**src/rtl/centroid_multi_stat.sv**
```systemverilog
// Blob statistics over a binarised pixel stream: per-frame area, first moments and a
// sequential restoring divider for the centroid. Optional CENTROID_BBOX_EN adds a bounding box.
module centroid_multi_stat #(
  parameter int IMG_W    = 64,
  parameter int IMG_H    = 64,
  parameter int COORD_W  = 12,
  parameter int AREA_W   = 20,
  parameter int SUM_W    = 32,
  parameter int MIN_AREA = 1
) (
  input  logic               clk,
  input  logic               rst,
  input  logic               de,
  input  logic               hsync,
  input  logic               vsync,
  input  logic               mask,
  output logic [COORD_W-1:0] x,
  output logic [COORD_W-1:0] y,
  output logic [AREA_W-1:0]  area,
  output logic               found,
  output logic               valid,
  output logic               overrun
`ifdef CENTROID_BBOX_EN
  ,
  output logic [COORD_W-1:0] x_min,
  output logic [COORD_W-1:0] x_max,
  output logic [COORD_W-1:0] y_min,
  output logic [COORD_W-1:0] y_max
`endif
);

  localparam logic [COORD_W-1:0] LP_X_LAST    = COORD_W'(IMG_W - 1);
  localparam logic [COORD_W-1:0] LP_Y_LAST    = COORD_W'(IMG_H - 1);
  localparam logic [AREA_W-1:0]  LP_MIN_AREA  = AREA_W'(MIN_AREA);
  localparam int                 CNT_W        = $clog2(SUM_W);
  localparam logic [CNT_W-1:0]   LP_LAST_STEP = CNT_W'(SUM_W - 1);

  typedef enum logic [1:0] {ST_IDLE, ST_CHECK, ST_DIV, ST_DONE} state_t;

  state_t              r_state;
  logic                r_vsync_q;
  logic                r_de_q;
  logic                r_armed;
  logic                r_overrun;
  logic [COORD_W-1:0]  r_pos_x;
  logic [COORD_W-1:0]  r_pos_y;
  logic [AREA_W-1:0]   r_m00;
  logic [SUM_W-1:0]    r_sum_x;
  logic [SUM_W-1:0]    r_sum_y;

  logic [AREA_W-1:0]   r_div_m00;
  logic                r_div_ok;
  logic [CNT_W-1:0]    r_cnt;
  logic [SUM_W-1:0]    r_num [2];
  logic [AREA_W-1:0]   r_rem [2];

  logic [COORD_W-1:0]  r_x;
  logic [COORD_W-1:0]  r_y;
  logic [AREA_W-1:0]   r_area;
  logic                r_found;
  logic                r_valid;

  logic                w_frame_edge;
  logic                w_pix;
  logic                w_busy;
  logic                w_start;
  logic                w_unused_hsync;
  logic [AREA_W-1:0]   w_m00_next;
  logic [SUM_W:0]      w_sum_x_wide;
  logic [SUM_W:0]      w_sum_y_wide;
  logic [SUM_W-1:0]    w_sum_x_next;
  logic [SUM_W-1:0]    w_sum_y_next;
  logic [SUM_W-1:0]    w_dividend [2];
  logic [AREA_W:0]     w_trial [2];
  logic                w_ge [2];
  logic [AREA_W-1:0]   w_rem_next [2];

  assign w_unused_hsync = hsync;
  assign w_frame_edge   = vsync & ~r_vsync_q;
  assign w_pix          = de & mask;
  assign w_busy         = (r_state != ST_IDLE);
  assign w_start        = w_frame_edge & r_armed & ~w_busy;

  // Saturating accumulators: stick at all-ones instead of wrapping.
  assign w_m00_next   = (r_m00 == '1) ? r_m00 : r_m00 + AREA_W'(1);
  assign w_sum_x_wide = {1'b0, r_sum_x} + (SUM_W+1)'(r_pos_x);
  assign w_sum_y_wide = {1'b0, r_sum_y} + (SUM_W+1)'(r_pos_y);
  assign w_sum_x_next = w_sum_x_wide[SUM_W] ? '1 : w_sum_x_wide[SUM_W-1:0];
  assign w_sum_y_next = w_sum_y_wide[SUM_W] ? '1 : w_sum_y_wide[SUM_W-1:0];

  assign w_dividend[0] = r_sum_x;
  assign w_dividend[1] = r_sum_y;

  // One restoring-division step per axis; r_num shifts dividend out and quotient in.
  genvar gi;
  generate
    for (gi = 0; gi < 2; gi++) begin : g_axis
      assign w_trial[gi]    = {r_rem[gi], r_num[gi][SUM_W-1]};
      assign w_ge[gi]       = (w_trial[gi] >= {1'b0, r_div_m00});
      assign w_rem_next[gi] = w_ge[gi] ? AREA_W'(w_trial[gi] - {1'b0, r_div_m00})
                                       : w_trial[gi][AREA_W-1:0];
    end
  endgenerate

  always_ff @(posedge clk or posedge rst) begin
    if (rst) begin
      r_vsync_q <= 1'b0;
      r_de_q    <= 1'b0;
      r_armed   <= 1'b0;
      r_overrun <= 1'b0;
      r_pos_x   <= '0;
      r_pos_y   <= '0;
      r_m00     <= '0;
      r_sum_x   <= '0;
      r_sum_y   <= '0;
    end else begin
      r_vsync_q <= vsync;
      r_de_q    <= de;
      r_overrun <= w_frame_edge & r_armed & w_busy;
      if (w_frame_edge) begin
        // A pixel on the edge cycle belongs to the new frame at (0,0).
        r_armed <= 1'b1;
        r_pos_y <= '0;
        r_pos_x <= (de && (LP_X_LAST != '0)) ? COORD_W'(1) : '0;
        r_m00   <= w_pix ? AREA_W'(1) : '0;
        r_sum_x <= '0;
        r_sum_y <= '0;
      end else begin
        if (r_de_q && !de) begin
          r_pos_x <= '0;
          if (r_pos_y != LP_Y_LAST) r_pos_y <= r_pos_y + COORD_W'(1);
        end else if (de && (r_pos_x != LP_X_LAST)) begin
          r_pos_x <= r_pos_x + COORD_W'(1);
        end
        if (w_pix) begin
          r_m00   <= w_m00_next;
          r_sum_x <= w_sum_x_next;
          r_sum_y <= w_sum_y_next;
        end
      end
    end
  end

`ifdef CENTROID_BBOX_EN
  logic [COORD_W-1:0] r_run_xmin, r_run_xmax, r_run_ymin, r_run_ymax;
  logic [COORD_W-1:0] r_snap_xmin, r_snap_xmax, r_snap_ymin, r_snap_ymax;
  logic [COORD_W-1:0] r_out_xmin, r_out_xmax, r_out_ymin, r_out_ymax;

  always_ff @(posedge clk or posedge rst) begin
    if (rst) begin
      r_run_xmin <= '1;
      r_run_xmax <= '0;
      r_run_ymin <= '1;
      r_run_ymax <= '0;
    end else if (w_frame_edge) begin
      r_run_xmin <= w_pix ? '0 : '1;
      r_run_xmax <= '0;
      r_run_ymin <= w_pix ? '0 : '1;
      r_run_ymax <= '0;
    end else if (w_pix) begin
      if (r_pos_x < r_run_xmin) r_run_xmin <= r_pos_x;
      if (r_pos_x > r_run_xmax) r_run_xmax <= r_pos_x;
      if (r_pos_y < r_run_ymin) r_run_ymin <= r_pos_y;
      if (r_pos_y > r_run_ymax) r_run_ymax <= r_pos_y;
    end
  end

  assign x_min = r_out_xmin;
  assign x_max = r_out_xmax;
  assign y_min = r_out_ymin;
  assign y_max = r_out_ymax;
`endif

  always_ff @(posedge clk or posedge rst) begin
    if (rst) begin
      r_state   <= ST_IDLE;
      r_div_m00 <= '0;
      r_div_ok  <= 1'b0;
      r_cnt     <= '0;
      for (int i = 0; i < 2; i++) begin
        r_num[i] <= '0;
        r_rem[i] <= '0;
      end
      r_x       <= '0;
      r_y       <= '0;
      r_area    <= '0;
      r_found   <= 1'b0;
      r_valid   <= 1'b0;
`ifdef CENTROID_BBOX_EN
      r_snap_xmin <= '0;
      r_snap_xmax <= '0;
      r_snap_ymin <= '0;
      r_snap_ymax <= '0;
      r_out_xmin  <= '0;
      r_out_xmax  <= '0;
      r_out_ymin  <= '0;
      r_out_ymax  <= '0;
`endif
    end else begin
      r_valid <= 1'b0;
      unique case (r_state)
        ST_IDLE: begin
          if (w_start) begin
            r_div_m00 <= r_m00;
            for (int i = 0; i < 2; i++) begin
              r_num[i] <= w_dividend[i];
              r_rem[i] <= '0;
            end
`ifdef CENTROID_BBOX_EN
            r_snap_xmin <= r_run_xmin;
            r_snap_xmax <= r_run_xmax;
            r_snap_ymin <= r_run_ymin;
            r_snap_ymax <= r_run_ymax;
`endif
            r_state <= ST_CHECK;
          end
        end
        ST_CHECK: begin
          r_cnt <= '0;
          if ((r_div_m00 == '0) || (r_div_m00 < LP_MIN_AREA)) begin
            r_div_ok <= 1'b0;
            r_state  <= ST_DONE;
          end else begin
            r_div_ok <= 1'b1;
            r_state  <= ST_DIV;
          end
        end
        ST_DIV: begin
          for (int i = 0; i < 2; i++) begin
            r_num[i] <= {r_num[i][SUM_W-2:0], w_ge[i]};
            r_rem[i] <= w_rem_next[i];
          end
          r_cnt <= r_cnt + CNT_W'(1);
          if (r_cnt == LP_LAST_STEP) r_state <= ST_DONE;
        end
        ST_DONE: begin
          r_valid <= 1'b1;
          r_area  <= r_div_m00;
          r_found <= r_div_ok;
          if (r_div_ok) begin
            r_x <= r_num[0][COORD_W-1:0];
            r_y <= r_num[1][COORD_W-1:0];
`ifdef CENTROID_BBOX_EN
            r_out_xmin <= r_snap_xmin;
            r_out_xmax <= r_snap_xmax;
            r_out_ymin <= r_snap_ymin;
            r_out_ymax <= r_snap_ymax;
`endif
          end
          r_state <= ST_IDLE;
        end
        default: r_state <= ST_IDLE;
      endcase
    end
  end

  assign x       = r_x;
  assign y       = r_y;
  assign area    = r_area;
  assign found   = r_found;
  assign valid   = r_valid;
  assign overrun = r_overrun;

endmodule

```
**config.mk**
```make
export PLATFORM = sky130hd
export DESIGN_NAME = centroid_multi_stat
export DESIGN_NICKNAME = d
export VERILOG_FILES = /design/src/rtl/centroid_multi_stat.sv
export SDC_FILE = /design/constraint.sdc
export NUM_CORES = 1
export LEC_CHECK = 0
export CORE_UTILIZATION = 35
export CTS_CLUSTER_DIAMETER = 120
export DETAILED_ROUTE_END_ITERATION = 7
export PLACE_DENSITY_LB_ADDON = 0.1
export SETUP_SLACK_MARGIN = 0.4
export SYNTH_ARGS = -nofsm -noshare
export SYNTH_HDL_FRONTEND = slang
export SYNTH_SLANG_ARGS = --single-unit
```
**constraint.sdc**
```tcl
create_clock -name clk -period 22.9 [get_ports clk]
set_input_delay 3.435 -clock clk [delete_from_list [all_inputs] [get_ports clk]]
set_output_delay 3.435 -clock clk [all_outputs]
set_load 0.01 [all_outputs]
```
[Word level (Yosys, flattened, before mapping)]
Index checks and enable logic that the tools add are counted.
Storage, ports and cells
  word-level logic and storage cells: 99
  RAM bits: 0
  memories kept: 0
  latch bits: 0
  output and inout bits: 47
  flip-flop bits (word level): 290
  memory bits (read-only): 0
Operators by class
  muxes and demuxes: 30
  reductions and logical operators: 19
  bitwise gates (word level): 7
  shift operators: 0
  $lt $le $gt $ge: 3
  add/sub/neg operators: 8
  eq/ne operators: 10
  div/mod/pow operators: 0
  multiply operators: 0
Operator list (number)
  $mux W32: 6
  $pmux W64 S2: 1
  $mux W20: 5
  $pmux W40 S2: 1
  $mux W12: 6
  $add A32 B12 Y33: 2
  $mux W64: 1
  $ge A21 B20 Y1: 2
  $mux W40: 1
  $sub A20 B20 Y20: 2
  $add A12 B1 Y12 const B: 2
  $ne A12 B6 Y1 const B: 2
  $add A20 B1 Y20 const B: 1
  $eq A20 B20 Y1 const B: 1
  $logic_not A20 Y1: 1
  $lt A20 B1 Y1 const B: 1
  $reduce_and A2 Y1: 6
  $reduce_bool A2 Y1: 6
  $pmux W5 S2: 1
  $pmux W2 S4: 1
  $ne A2 B2 Y1 const B: 3
  $add A5 B1 Y5 const B: 1
  $and A1 B1 Y1: 5
  $eq A5 B5 Y1 const B: 1
  other kinds (10): 18

[Longest topological paths before layout]
Gate-level depths: netlist (run 1).
  word-level depth: 6
  mapped depth: 10
  mapped depth without buffers: 10

[Worst setup path after synthesis (run 1)]
No wires, ideal clock.
  kind: input to register
  start: input port vsync
  end: register r_rem[14] (netlist bit)
  stages on the path: 8
  path slack: 17.696 ns
  arrival: 5.117 ns
  setup time: 0.087 ns
  required time: 22.813 ns
  cells stage by stage: nor2b_1 -> clkbuf_1 -> nand2_1 -> a21oi_1 -> clkbuf_1 -> buf_1 -> o211ai_1 -> o211ai_1
On the way
  word-level cells in the longest chain between the ends: 5
Ends and longest elaborated chain
  start: declaration: RTL line 15  | input logic vsync,
  $and A1 B1 Y1: RTL line 79  | assign w_frame_edge = vsync & ~r_vsync_q;
  $and A1 B1 Y1 (2 in series): RTL line 82  | assign w_start = w_frame_edge & r_armed & ~w_busy;
  $ne A2 B2 Y1 (no line)
  $reduce_and A2 Y1 (no line)
  end signal: indexed assignment: RTL line 231  | r_rem[i] <= w_rem_next[i];
  end: declaration: RTL line 55  | logic [AREA_W-1:0] r_rem [2];
Every way passes these cells.
A chain may end at the register's enable or synchronous reset.

[Final worst setup path (run 1)]
  start: input port vsync
  end: register r_rem[23] (netlist bit)
The elaborated chain is that of the path after synthesis.

==> results of run 1 <==
where the power goes:
part           switching, W  internal [W]
clock              0.000237      0.000378
sequential        0.0000726      0.000602
combinational      0.000610      0.000406
total              0.000919       0.00139
flip-flops by register name, indices dropped and copies added (netlist names), 2 cells and up:
name,count
r_sum_y,32
r_cnt,5
r_pos_y,12
r_rem,40
r_num,64
r_div_m00,20
r_pos_x,12
r_sum_x,32
r_state,2
area,20
y,12
x,12
r_m00,20
layout make-up:
cell class / count / area share (%)
clock inverter: 14 / 1.06
inverter: 54 / 1.09
clock buffer: 53 / 5.65
sequential: 290 / 37.7
timing repair buffer: 66 / 3.24
multi-input combinational: 1318 / 47.2
tap: 615 / 4.00
layer usage:
layer	global-route usage, %	wire length, µm	up-vias
li1	-	-	6523
met5	0	0	-
met2	29.3	20100	163
met1	25.2	21400	6524
met4	6.47	1180	0
met3	2.64	1240	58
tightest hold or removal path, stage by stage (launching register included):
cell and delay, ns:
dfrtp_1 0.34, nand2_1 0.04, o21ai_0 0.06
synthesized netlist by cell type (5+ instances only):
cell / count / area share (%)
or2_2: 7 / 0.26
nor3b_1: 5 / 0.22
nor3_1: 60 / 1.8
dfrtp_1: 290 / 43
buf_1: 10 / 0.22
xor2_1: 39 / 2.0
o211ai_1: 20 / 0.89
nand2b_1: 7 / 0.26
ha_1: 73 / 5.4
a21o_1: 21 / 0.93
mux2_2: 63 / 4.2
a211oi_1: 31 / 1.4
nand4_1: 23 / 0.85
a32o_1: 5 / 0.30
nor2_1: 128 / 2.8
and2_1: 24 / 0.89
nor2b_1: 14 / 0.52
and4_1: 13 / 0.67
and3_1: 23 / 0.85
nand2_1: 170 / 3.8
or4_1: 7 / 0.31
nand3_1: 47 / 1.4
a221o_1: 13 / 0.77
o31ai_1: 20 / 0.89
a21oi_1: 80 / 2.4
mux2i_1: 66 / 3.9
o21ai_1: 18 / 0.53
xnor2_1: 36 / 1.9
a311oi_1: 15 / 0.78
inv_1: 54 / 1.2
or3_1: 15 / 0.56
o21a_1: 11 / 0.49
nor4_1: 17 / 0.63
a211o_1: 7 / 0.36
a31oi_1: 18 / 0.67
o31a_1: 6 / 0.31
buf_2: 8 / 0.24
o21ai_0: 121 / 3.6
clkbuf_1: 72 / 1.6
a41oi_1: 14 / 0.73
through the flow:
| stage | hold WS, ns | cells |
|---|---|---|
| after floorplan | 0.450 | 1757 |
| after global placement | 0.461 | 2343 |
| after detailed placement | 0.470 | 2343 |
| after CTS | 0.482 | 2410 |
| after global routing | 0.506 | 2410 |
| final | 0.475 | 2410 |
how the worst min path moves through the flow:
stage	startpoint	end	slack (ns)	cells past startpoint
after floorplan	r_num[12]	r_num[12]	0.45	2
after global placement	r_num[23]	r_num[23]	0.46	2
after detailed placement	r_num[20]	r_num[20]	0.47	2
after CTS	r_num[20]	r_num[20]	0.48	2
after global routing	r_num[24]	r_num[24]	0.51	2
final	r_num[45]	r_num[45]	0.48	2
kinds of logic after synthesis:
group	Yosys count	share of synthesized area (%)
AND/OR/NAND/NOR	579	16.9
AO/OA/AOI/OAI	458	18.7
flip-flops	290	43.0
buffers and inverters	149	3.53
multiplexers	129	8.11
adder cells (fa/ha/maj)	77	5.88
XOR/XNOR	75	3.89
==> flow_summary.toml, run 1 <==
[run_status]
status = "completed"

[clocking]
clock_latency_ns = 0.56
postCtsHoldBufs = 0
root_buffer = "clkbuf_16"
clock_path_buffers = 3
cts.clk_slew.worst_paths_ns = 0.06
clock_sinks = 290
cts_setup_buffers = 0
tritoncts = "built"
cts_resized = 0
cts_htree_levels = 2
cts_buffers = 37

[setup_path]
slowest_delay_ns = 0.92
crit_path_frequent_cell = "buf_4"
cp_max_fo = 114
crit_cells = 7
crit_family = "buffers and inverters"
worst-path-buf-inv = 3
timing.rr.start = "r_div_m00[5]"
cp.required_ns = 23.33
cp-end-kind = "register"
crit_path_top_delay_cell = "nand3_1"
critical_path.cell_chain = "clkdlybuf4s50_1, nor2b_4, buf_4, nand3_1, o21a_4, buf_4, a221o_1"
r2r_setup_slack_ns = 19.05
critPathLaunchType = "primary input"
arrival_ns = 7.20
r2r-end = "r_rem[38]"
critPathLaunch = "vsync"
r2r_cells = 9
crit_type = "primary input to register"
cp-endpoint = "r_rem[23]"

[cells_and_area]
fin_util_pct = 40.4
final_nets = 1850
design_area_mm2 = 0.0192
multiInputGateArea_mm2 = 0.00909
diodes = 0
layout_common_cells = "dfrtp_1 (290), nand2_1 (170), nor2_1 (128)"
area_growth_pct = 13.9
nFillCells = 4791
regArea_mm2 = 0.00726
drive_above_1_share_pct = 9.69
final_common_cell = "dfrtp_1"

[synth]
synthDistinctLibCells = 89
postSynthAreaPerCell_um2 = 9.61
synth_ff_type = "dfrtp_1"
synth_warnings = 0
yosys_register_bits = 290
synth_nets = 1840
synth_cells = 1757
yosysSeqAreaShare_pct = 43.0
syn_area_mm2 = 0.0169
synth-async-reset-ratio_pct = 100
synth-edff-count = 0

[sta]
setup_slack_ns = 16.13
worst_slew_pin_slew_ns = 1.17
setup_tns_ns = 0
finalClockSkew_ns = 0.0219
setup_violations = 0
finalHoldViolations = 0
rsz0062_at_grt = "no"
fmax_mhz = 148
finalCritPeriodShare_pct = 29.6
slew_headroom_pct = 22.3
period_needed_ns = 6.77
report.final.slew_viol_count = 0

[global_route]
grtUsageTotal_pct = 18.3
overflow = 0
grt_pass1_wl_mm = 73.3
grt_pass1_vias = 13500
grt_max_degree = 115
antenna_found_initial = 0

[drt]
drcViolationCount = 0
finalWirelength_mm = 44.0
wl_per_cell_um = 18.2
drt_iter0_drc = 776
routed_via_density = 5.51
dr.pass1.iters = 6
dr_total_vias = 13300
ant_nets = 0

[power_and_ir_drop]
power.leakage_nw = 8.20
p_per_area_mw_per_mm2 = 120
power_w = 0.00231
ir_drop_uv = 56.3

[place]
preCtsSetupSlack_ns = 15.55
dpl.hpwl_mm = 29.3
portBuffers = 51
gp_congestion = 0.820
dpl_cell_area_mm2 = 0.0179

[min_path]
worstHoldPathType = "register to register"

[flow_run]
cap_violations = 0

[die]
die-area_mm2 = 0.0491
dieWidth_um = 222
row_count = 80
design.portCount = 53
core-area_mm2 = 0.0476
die_y_um = 222
initial_core_util_pct = 35.4
Power figures use the tool's default switching activity.
==> run 2, diff against run 1 <==
==> constraint.sdc (replaced) <==
create_clock -name clk -period 6.16 [get_ports clk]
set_input_delay 0.924 -clock clk [delete_from_list [all_inputs] [get_ports clk]]
set_output_delay 0.924 -clock clk [all_outputs]
set_load 0.01 [all_outputs]
==> flow_summary.toml, run 2 (same netlist as run 1, synthesis figures left out) <==
[run_status]
status = "completed"

[cells_and_area]
drive_above_1_share_pct = 9.87
layout_common_cells = "dfrtp_1 (290), nand2_1 (170), nor2_1 (128)"
final_nets = 1850
final_common_cell = "dfrtp_1"
largest_register_ffs = 64
diodes = 0
area_growth_pct = 13.7
largest-register = "r_num"
reg.largest.list = "r_num: 64 flops, r_rem: 40 flops"

[setup_path]
r2r_setup_slack_ns = 2.32
critPathLaunchType = "register"
arrival_ns = 4.22
critical_path.cell_chain = "inv_1, ha_1, nor2b_1, o2111ai_1, a2111oi_4, o311ai_4, a21oi_4, or2_1, o211ai_1"
cp_max_fo = 26
worst-path-buf-inv = 1
crit_type = "register to register"
cp.required_ns = 6.54
slowest_delay_ns = 0.68
crit_family = "compound AO/OA/AOI/OAI gates"
crit_path_top_delay_cell = "a21oi_4"
cp-end-kind = "register"

[drt]
routed_via_density = 5.50
dr_total_vias = 13300
drt_iter0_drc = 761
wl_per_cell_um = 18.1
drcViolationCount = 0
dr.pass1.iters = 5
ant_nets = 0
finalWirelength_mm = 43.7

[clocking]
cts_htree_levels = 2
clock_path_buffers = 3
tritoncts = "built"
cts.clk_slew.worst_paths_ns = 0.06
root_buffer = "clkbuf_16"
clock_latency_ns = 0.55
postCtsHoldBufs = 0
cts_resized = 0
clock_sinks = 290
cts_buffers = 37
cts_setup_buffers = 0

[global_route]
met1_usage_pct = 24.7
grt_use_met2_pct = 29.5
overflow = 0
grt_pass1_vias = 13100
grt_max_degree = 154
grtUsageTotal_pct = 18.2
grt.busiest_layer = "met2"
antenna_found_initial = 0
gr-usage-met3_pct = 2.39
grt_pass1_wl_mm = 72.9

[sta]
setup_tns_ns = 0
setup_slack_ns = 2.32
finalHoldViolations = 0
setup_violations = 0
worst_slew_pin_slew_ns = 1.09
fmax_mhz = 261
report.final.slew_viol_count = 0
period_needed_ns = 3.84
finalClockSkew_ns = 0.0228
slew_headroom_pct = 27.1
rsz0062_at_grt = "no"
finalCritPeriodShare_pct = 62.3

[power_and_ir_drop]
power_w = 0.00850
ir_drop_uv = 310
power.leakage_nw = 8.20
p_per_area_mw_per_mm2 = 442

[die]
die_y_um = 222
dieWidth_um = 222
design.portCount = 53
die-area_mm2 = 0.0491
core-area_mm2 = 0.0476
initial_core_util_pct = 35.4
row_count = 80

[place]
preCtsSetupSlack_ns = 2.07
dpl.hpwl_mm = 29.1
gp_congestion = 0.832
portBuffers = 51

[flow_run]
cap_violations = 0

[min_path]
worstHoldPathType = "register to register"
[run 2: where the power goes]
| group | switching [W] | total, W | internal [W] |
|---|---|---|---|
| sequential | 0.000270 | 0.00251 | 0.00224 |
| combinational | 0.00225 | 0.00376 | 0.00151 |
| clock | 0.000876 | 0.00223 | 0.00135 |
[run 2: layout make-up]
class	count	area (µm²)
clock buffers	49	1070
clock inverters	17	178
fillers	4718	28400
inverters	54	206
multi-input cells	1318	9090
flip-flops and latches	290	7260
well taps	615	769
repair buffers	66	636
[run 2: per-layer routing]
layer | vias up | part of all wire (%) | wire [µm]
met3 | 70 | 2.8 | 1230
met2 | 180 | 46 | 20300
li1 | 6491 | - | -
met4 | 0 | 3.0 | 1300
met5 | - | 0 | 0
met1 | 6520 | 48 | 20800
[run 2: worst paths after layout]
kind	startpoint	endpoint	depth (start not counted)
worst min-delay path	r_num[57]	r_num[57]	2
min in group asynchronous	rst	r_rem[27]	2
max in group asynchronous	rst	area[0]	3
worst max-delay path	r_div_m00[1]	r_rem[30]	9
worst min register to register	r_num[57]	r_num[57]	2
worst max register to register	r_div_m00[1]	r_rem[30]	9
[run 2: tightest hold or removal path, delay by kind of cell (launching register included)]
| family | cells | cell delay, ns |
|---|---|---|
| AOI/OAI and AO/OA | 1 | 0.06 |
| DFF | 1 | 0.34 |
| and+or+nand+nor | 1 | 0.05 |
[run 2: per-stage QoR]
step | area, µm² | hold WS (ns) | cells | utilization (%)
after floorplan | 16900 | 0.450 | 1757 | -
after global placement | 18000 | 0.462 | 2343 | 37.7
after detailed placement | 18000 | 0.471 | 2343 | 37.7
after CTS | 19200 | 0.484 | 2409 | 40.3
after global routing | 19200 | 0.504 | 2409 | 40.3
final | 19200 | 0.477 | 2409 | 40.3
==> run 3, diff against run 2 <==
==> constraint.sdc (replaced) <==
create_clock -name clk -period 3.31 [get_ports clk]
set_input_delay 0.4965 -clock clk [delete_from_list [all_inputs] [get_ports clk]]
set_output_delay 0.4965 -clock clk [all_outputs]
set_load 0.01 [all_outputs]
==> flow_summary.toml, run 3 (same netlist as run 1, synthesis figures left out) <==
[cells_and_area]
largest-register = "r_num"
largest_register_ffs = 64
area_growth_pct = 17.8
final_nets = 1905
stdcell_count = 2460
layout_common_cells = "dfrtp_1 (289), nand2_1 (169), nor2_1 (126)"
final_common_cell = "dfrtp_1"
diodes = 0
drive_above_1_share_pct = 13.5
reg.largest.list = "r_num: 64 flops, r_rem: 40 flops"

[drt]
dr.pass1.iters = 5
routed_via_density = 5.46
drcViolationCount = 0
finalWirelength_mm = 44.5
dr_total_vias = 13400
drt_iter0_drc = 751
wl_per_cell_um = 18.1
ant_nets = 0

[die]
dieWidth_um = 222
core-area_mm2 = 0.0476
row_count = 80
design.portCount = 53
initial_core_util_pct = 35.4
die-area_mm2 = 0.0491
die_y_um = 222

[clocking]
cts_htree_levels = 2
cts.clk_slew.worst_paths_ns = 0.06
clock_latency_ns = 0.56
root_buffer = "clkbuf_16"
clock_path_buffers = 3
tritoncts = "built"
cts_buffers = 36
clock_sinks = 290

[global_route]
grtUsageTotal_pct = 18.4
gr-usage-met3_pct = 2.46
grt_max_degree = 69
grt_pass1_vias = 13400
grt.busiest_layer = "met2"
grt_use_met2_pct = 29.7
grt_pass1_wl_mm = 73.8
antenna_found_initial = 0
met1_usage_pct = 25.5
overflow = 0

[sta]
report.final.slew_viol_count = 0
setup_slack_ns = 0.509
finalCritPeriodShare_pct = 84.6
slew_headroom_pct = 41.5
rsz0062_at_grt = "yes"
worst_slew_pin_slew_ns = 0.875
finalHoldViolations = 0
finalClockSkew_ns = 0.0343
fmax_mhz = 357
setup_violations = 0
timing.hold.ws_ns = 0.442
period_needed_ns = 2.80

[setup_path]
crit_type = "register to register"
timing.rr.start = "r_div_m00[3]"
arrival_ns = 3.21
r2r_setup_slack_ns = 0.51
r2r_cells = 9
r2r-end = "r_rem[29]"
cp-end-kind = "register"
critPathLaunchType = "register"
critPathLaunch = "r_div_m00[3]"
cp.required_ns = 3.72
cp_max_fo = 18

[power_and_ir_drop]
ir_drop_uv = 401
p_per_area_mw_per_mm2 = 827
power_w = 0.0164
power.leakage_nw = 8.50

[flow_run]
cap_violations = 0

[place]
dpl.hpwl_mm = 31.2
preCtsSetupSlack_ns = 0.289
dpl.cell_count = 2390
portBuffers = 51
gp_congestion = 0.843

[run_status]
status = "completed"

[min_path]
worstHoldPathType = "primary input to async pin"
==> run 3: timing repair <==
item	CTS	global route
hold buffers	0	0
setup buffers	2	7
setup endpoints to repair	46	61
gates resized for setup	12	22
pin swaps	3	6
==> run 3: metal layers <==
metal	vias to the layer above	part of all wire, %
met5	-	0
met4	0	2.6
met2	147	46
li1	6608	-
met3	68	2.7
met1	6611	49
==> run 3: how the worst max path moves through the flow <==
stage | to | slack (ns)
2_1_floorplan | area[0] | -1.03
3_3_place_gp | r_sum_x[22] | 0.30
3_5_place_dp | r_rem[21] | 0.29
4_1_cts | r_rem[29] | 0.40
5_1_grt | r_rem[3] | 0.39
6_report | r_rem[29] | 0.51
==> run 3: where the power goes <==
group / switching, W / internal, W
combinational: 0.00439 / 0.00326
sequential: 0.000482 / 0.00416
clock: 0.00160 / 0.00255
total: 0.00646 / 0.00998
==> run 3: layout make-up <==
type	instances	area, µm²
Timing Repair Buffer	122	1190
Multi-Input combinational cell	1318	9240
Inverter	54	206
Clock buffer	48	1020
Fill cell	4744	27800
Clock inverter	13	215
Sequential cell	290	7260
Tap cell	615	769
==> run 3: critical path: stages, from the launching register on <==
cell and delay, ns:
dfrtp_1 0.38, inv_1 0.13, ha_2 0.42, o2111ai_2 0.24
a2111oi_4 0.53, o311ai_4 0.16, a21oi_4 0.27, buf_12 0.19
nor3_1 0.06, a221o_1 0.26
==> run 3: per-stage QoR <==
stage | util [%] | setup TNS [ns] | cell area, µm²
floorplan | - | -299.77 | 16900
global placement | 38.7 | 0 | 18400
detailed placement | 38.7 | 0 | 18400
CTS | 41.4 | 0 | 19700
global route | 41.8 | 0 | 19900
finish | 41.8 | 0 | 19900
